### src/rtl/wb_pipe_pkg.sv
// Shared constants, stage record and age-width helper for the writeback-tag delay pipeline.
package wb_pipe_pkg;

  localparam int DEFAULT_ADDR_W = 6;
  localparam int DEFAULT_DEPTH  = 2;

  typedef struct packed {
    logic [DEFAULT_ADDR_W-1:0] addr;
    logic                      wr;
  } stage_t;

  // Width of one hazard-age field; never narrower than one bit even at DEPTH=1.
  function automatic int age_width(input int depth);
    return (depth > 32'sd1) ? $clog2(depth) : 32'sd1;
  endfunction

endpackage

### src/rtl/wb_pipe_stage.sv
// One {addr, wr} delay stage: synchronous RST, flush clears wr only, stall holds, else load.
module wb_pipe_stage
  import wb_pipe_pkg::*;
#(
  parameter int ADDR_W = DEFAULT_ADDR_W
) (
  input  logic              clk,
  input  logic              RST,
  input  logic              flush,
  input  logic              stall,
  input  logic [ADDR_W-1:0] load_addr,
  input  logic              load_wr,
  output logic [ADDR_W-1:0] addr_q,
  output logic              wr_q
);

  logic [ADDR_W-1:0] addr_d;
  logic              wr_d;

  // Next-state: flush outranks stall, and the address survives a flush untouched.
  always_comb begin
    addr_d = addr_q;
    wr_d   = wr_q;
    if (flush) begin
      wr_d = 1'b0;
    end else if (!stall) begin
      addr_d = load_addr;
      wr_d   = load_wr;
    end else begin
      wr_d = wr_q;
    end
  end

  // Stage register with synchronous reset.
  always_ff @(posedge clk) begin
    if (RST) begin
      addr_q <= '0;
      wr_q   <= 1'b0;
    end else begin
      addr_q <= addr_d;
      wr_q   <= wr_d;
    end
  end

endmodule

### src/rtl/wb_pipe.sv
// DEPTH-stage writeback-tag delay line with stall/flush, occupancy count and optional
// in-flight hazard lookup (built only when WB_PIPE_FWD_EN is defined).
module wb_pipe
  import wb_pipe_pkg::*;
#(
  parameter  int DEPTH  = DEFAULT_DEPTH,
  parameter  int ADDR_W = DEFAULT_ADDR_W,
  parameter  int NSRC   = 2,
  localparam int AGE_W  = age_width(DEPTH),
  localparam int OCC_W  = $clog2(DEPTH + 1)
) (
  input  logic                   clk,
  input  logic                   RST,
  input  logic                   stall,
  input  logic                   flush,
  input  logic [ADDR_W-1:0]      dst,
  input  logic                   write_alu,
  output logic [ADDR_W-1:0]      dst_delay,
  output logic                   write_alu_delay,
  input  logic [NSRC*ADDR_W-1:0] src,
  output logic [NSRC-1:0]        hazard,
  output logic [NSRC*AGE_W-1:0]  hazard_age,
  output logic [OCC_W-1:0]       occupancy
);

  logic [ADDR_W-1:0] addr_vec [DEPTH];
  logic [DEPTH-1:0]  w_vec;

  for (genvar k = 0; k < DEPTH; k++) begin : g_stage
    logic [ADDR_W-1:0] in_addr_s;
    logic              in_wr_s;

    if (k == 0) begin : g_head
      assign in_addr_s = dst;
      assign in_wr_s   = write_alu;
    end else begin : g_body
      assign in_addr_s = addr_vec[k-1];
      assign in_wr_s   = w_vec[k-1];
    end

    wb_pipe_stage #(.ADDR_W(ADDR_W)) u_stage (
      .clk       (clk),
      .RST       (RST),
      .flush     (flush),
      .stall     (stall),
      .load_addr (in_addr_s),
      .load_wr   (in_wr_s),
      .addr_q    (addr_vec[k]),
      .wr_q      (w_vec[k])
    );
  end

  assign dst_delay       = addr_vec[DEPTH-1];
  assign write_alu_delay = w_vec[DEPTH-1];

  // Popcount of the per-stage write flags.
  always_comb begin
    occupancy = '0;
    for (int k = 0; k < DEPTH; k++) begin
      occupancy = occupancy + OCC_W'(w_vec[k]);
    end
  end

`ifdef WB_PIPE_FWD_EN
  logic [DEPTH-1:0] match_s [NSRC];

  for (genvar i = 0; i < NSRC; i++) begin : g_src
    for (genvar k = 0; k < DEPTH; k++) begin : g_cmp
      assign match_s[i][k] = w_vec[k] && (addr_vec[k] == src[i*ADDR_W +: ADDR_W]);
    end
  end

  // Scan oldest to youngest so the youngest matching stage is the one left standing.
  always_comb begin
    hazard     = '0;
    hazard_age = '0;
    for (int i = 0; i < NSRC; i++) begin
      hazard[i] = |match_s[i];
      for (int k = DEPTH - 1; k >= 0; k--) begin
        hazard_age[i*AGE_W +: AGE_W] = match_s[i][k] ? AGE_W'(k)
                                                     : hazard_age[i*AGE_W +: AGE_W];
      end
    end
  end
`else
  logic unused_src_s;

  assign unused_src_s = ^src;
  assign hazard       = '0;
  assign hazard_age   = '0;
`endif

endmodule

### config.mk
export PLATFORM = sky130hd
export DESIGN_NAME = wb_pipe
export DESIGN_NICKNAME = d
export VERILOG_FILES = /design/src/rtl/wb_pipe_pkg.sv /design/src/rtl/wb_pipe_stage.sv /design/src/rtl/wb_pipe.sv
export SDC_FILE = /design/constraint.sdc
export NUM_CORES = 1
export LEC_CHECK = 0
export CORE_MARGIN = 8
export CORE_UTILIZATION = 39
export DETAILED_ROUTE_END_ITERATION = 10
export PLACE_DENSITY = 0.82
export SYNTH_ARGS = -nofsm -noshare
export SYNTH_HDL_FRONTEND = slang
export SYNTH_SLANG_ARGS = --single-unit
### constraint.sdc
create_clock -name clk -period 2.93 [get_ports clk]
set_input_delay 0.586 -clock clk [delete_from_list [all_inputs] [get_ports clk]]
set_output_delay 0.586 -clock clk [all_outputs]
set_load 0.03 [all_outputs]
==> reports/qor.csv <==
stage,metric,value,unit
sta,rsz0062_at_grt,no,
critical_path,start_kind,flip-flop,
floorplan,die_width,56.0,um
critical_path,cp.required,2.34,ns
sta,drv_slew,0,
place,io_buffers,19,
min_path,whs_endpoint,g_stage[0].u_stage.addr_q[2],
routing,drt-initial-drc-count,1,
clock_network,cts-root-buf,clkbuf_4,
finish,final_util,0.544,
floorplan,rows,14,
sta,fin_ws,0.796,ns
finish,regArea,280,um2
place,hpwlAfterDp,913,um
clock_network,cts_tree,done,
critical_path,arrival,1.55,ns
logic_synthesis,yosys.area.top_type,dfxtp_1,
clock_network,cts_hold_buffers,0,
critical_path,crit_path_top_delay_cell,clkdlybuf4s50_1,
finish,fin_nets,103,
logic_synthesis,synth_most_common_cell,dfxtp_1,
critical_path,path_buf_inv,1,
run,drv_cap,0,
finish,area_growth,31.5,%
logic_synthesis,synth_area_leaders,"dfxtp_1 45%, mux2i_1 13%, nand2b_1 12%, or4b_1 9.6%, o21ai_1 4.8%",
global_route,grt_max_degree,21,
power,p_leak,0.000328,uW
power,pwr-share-seq,0.514,
critical_path,critPathLaunch,g_stage[1].u_stage.wr_q,
critical_path,rr_worst_depth,2,
routing,viasPerCell,4.90,
logic_synthesis,synth_cell_types,14,
clock_network,post_cts_buffers,0,
floorplan,core_area,1510,um2
power,p_sw,89.4,uW
critical_path,worstSetupPathType,flip-flop to primary output,
logic_synthesis,synthTopCellsByCount,"14 x dfxtp_1, 12 x nand2b_1, 8 x mux2i_1",
place,dp_slack,0.890,ns
sta,fin_skew,0.000372,ns
min_path,min_path_type,flip-flop to flip-flop,
sta,relSlewSlack,0.661,
logic_synthesis,async_flop_share,0,
power,combPwrFrac,0.131,
sta,finalHoldViolations,0,
routing,wl,1.18,mm
clock_network,ctsHtreeMaxLevel,1,
logic_synthesis,avgSynthCellArea,10.4,um2
clock_network,cts_buffers,3,
floorplan,ioPinCount,36,
place,gp_congestion,0.711,
critical_path,critPathMaxStageDelay,0.66,ns
critical_path,cp_max_fo,3,
routing,ant_nets,0,
sta,min_period_over_period,0.728,
sta,post-route-min-period,2.13,ns
logic_synthesis,synth_enable_flop_cells,0,
finish,drive_gt1_frac,0.0513,
critical_path,r2r_setup_slack,2.28,ns
power,internal-power,296,uW
routing,firstDrtPassIters,3,
clock_network,cts_sinks,14,
logic_synthesis,syn_inst,60,
global_route,grt_pass1_wl,2.06,mm
routing,vias,461,
sta,max_freq,0.469,GHz
logic_synthesis,synth-seq-area-share,0.450,
critical_path,reg2reg_from,g_stage[1].u_stage.wr_q,
clock_network,clk_path_buf_depth,2,
power,worst_ir_drop_vdd,0.000253,V
clock_network,clkTransAtPathRegs,0.08,ns
power,clkPwrFrac,0.355,
logic_synthesis,yosys_warnings,0,
min_path,worstHoldStart,g_stage[0].u_stage.addr_q[2],
clock_network,clkLatencyLatePin,0.27,ns
status,status,completed,
finish,fillers,159,
logic_synthesis,ys_ff_latch,14,
critical_path,cp_cell_sequence,"ha_1, clkdlybuf4s50_1",
floorplan,die_h,56.0,um
critical_path,worst_r2r_endpoint,g_stage[1].u_stage.wr_q,
global_route,grtUsageTotal,0.0788,
min_path,worst_hold_path.num_cells,2,
sta,max_slew.worst_pin.slew,0.506,ns
logic_synthesis,synthFlopType,dfxtp_1,
sta,finalSetupViolCount,0,
sta,hold_ws,0.477,ns
floorplan,die_area,3130,um2
routing,drc,0,
finish,multi_input_area,293,um2
power,power.share.switching,0.232,
clock_network,ctsResizeCount,0,
global_route,grt_overflow,0,
finish,diodes,0,
power,powerDensity,470,nW/um2
logic_synthesis,synth_top_area_share,0.450,
global_route,grt_pass1_vias,486,
critical_path,cpLargestDelayFamily,buffers and inverters,
global_route,antenna_found_initial,0,
sta,tns,0,ns
critical_path,end_kind,primary output,
logic_synthesis,syn_area,623,um2
routing,wire_per_inst,12.5,um
floorplan,start_util,0.414,
## worst reg2reg max path, stage by stage, from the launching register on
cell and delay (ns):
dfxtp_1 0.37, mux2i_1 0.08, nor3_1 0.12
## state kept, by name, summed over array words and instances (netlist names)
signal and cells:
g_stage.u_stage.addr_q 12, g_stage.u_stage.wr_q 2
## power by group through the flow
stage / clock [uW] / sequential [uW] / combinational [uW]
2_1_floorplan: 0 / 205 / 33.4
3_3_place_gp: 0 / 202 / 49.9
3_5_place_dp: 0 / 203 / 50.6
4_1_cts: 142 / 198 / 50.8
5_1_grt: 153 / 199 / 54.8
6_report: 137 / 198 / 50.3
## logic make-up after synthesis
kind of cell               after synthesis  share of synthesized area
other                                    1                    0.00602
DFF                                     14                      0.450
AOI/OAI and AO/OA                        6                     0.0482
muxes                                    8                      0.129
adders and majority gates                1                     0.0201
and+or+nand+nor                         22                      0.249
buffers and inverters                    8                     0.0984
## through the flow
step                      cells  total power (uW)  area [um2]
final                        94               385         820
after global routing         94               407         820
after CTS                    94               391         820
after detailed placement     90               253         783
after global placement       90               252         783
after floorplan              63               239         634
## metal layers
metal | track usage | wire length, um | vias to the layer above
met4 | 0.0412 | 0 | 0
met5 | 0 | 0 | -
li1 | - | - | 237
met3 | 0.0411 | 85 | 0
met2 | 0.117 | 565 | 13
met1 | 0.0885 | 524 | 211
## worst max-delay path by stage
stage                                              end  depth (start not counted)
after floorplan                           occupancy[0]                          1
after global placement    g_stage[0].u_stage.addr_q[5]                          3
after detailed placement  g_stage[0].u_stage.addr_q[5]                          3
after CTS                                 occupancy[0]                          2
after global routing                      occupancy[0]                          2
final                                     occupancy[0]                          2
## area by class of cell
cell class / instances / area share
Sequential cell: 14 / 0.342
Tap cell: 16 / 0.0244
Clock buffer: 4 / 0.0443
Timing Repair Buffer: 19 / 0.232
Multi-Input combinational cell: 41 / 0.357
## cells in the final DEF (no fill, tap or decap)
cell | synthesis | routed
clkbuf_8 | 0 | 1
nand2b_1 | 12 | 12
nor2_1 | 1 | 1
conb_1 | 1 | 4
nor3_1 | 2 | 2
dfxtp_1 | 14 | 14
or4b_1 | 6 | 6
clkbuf_4 | 0 | 3
or2_1 | 1 | 1
ha_1 | 1 | 1
clkdlybuf4s50_1 | 0 | 19
mux2i_1 | 8 | 8
o21ai_1 | 6 | 6
No activity file was read; power rests on OpenSTA's default activity.
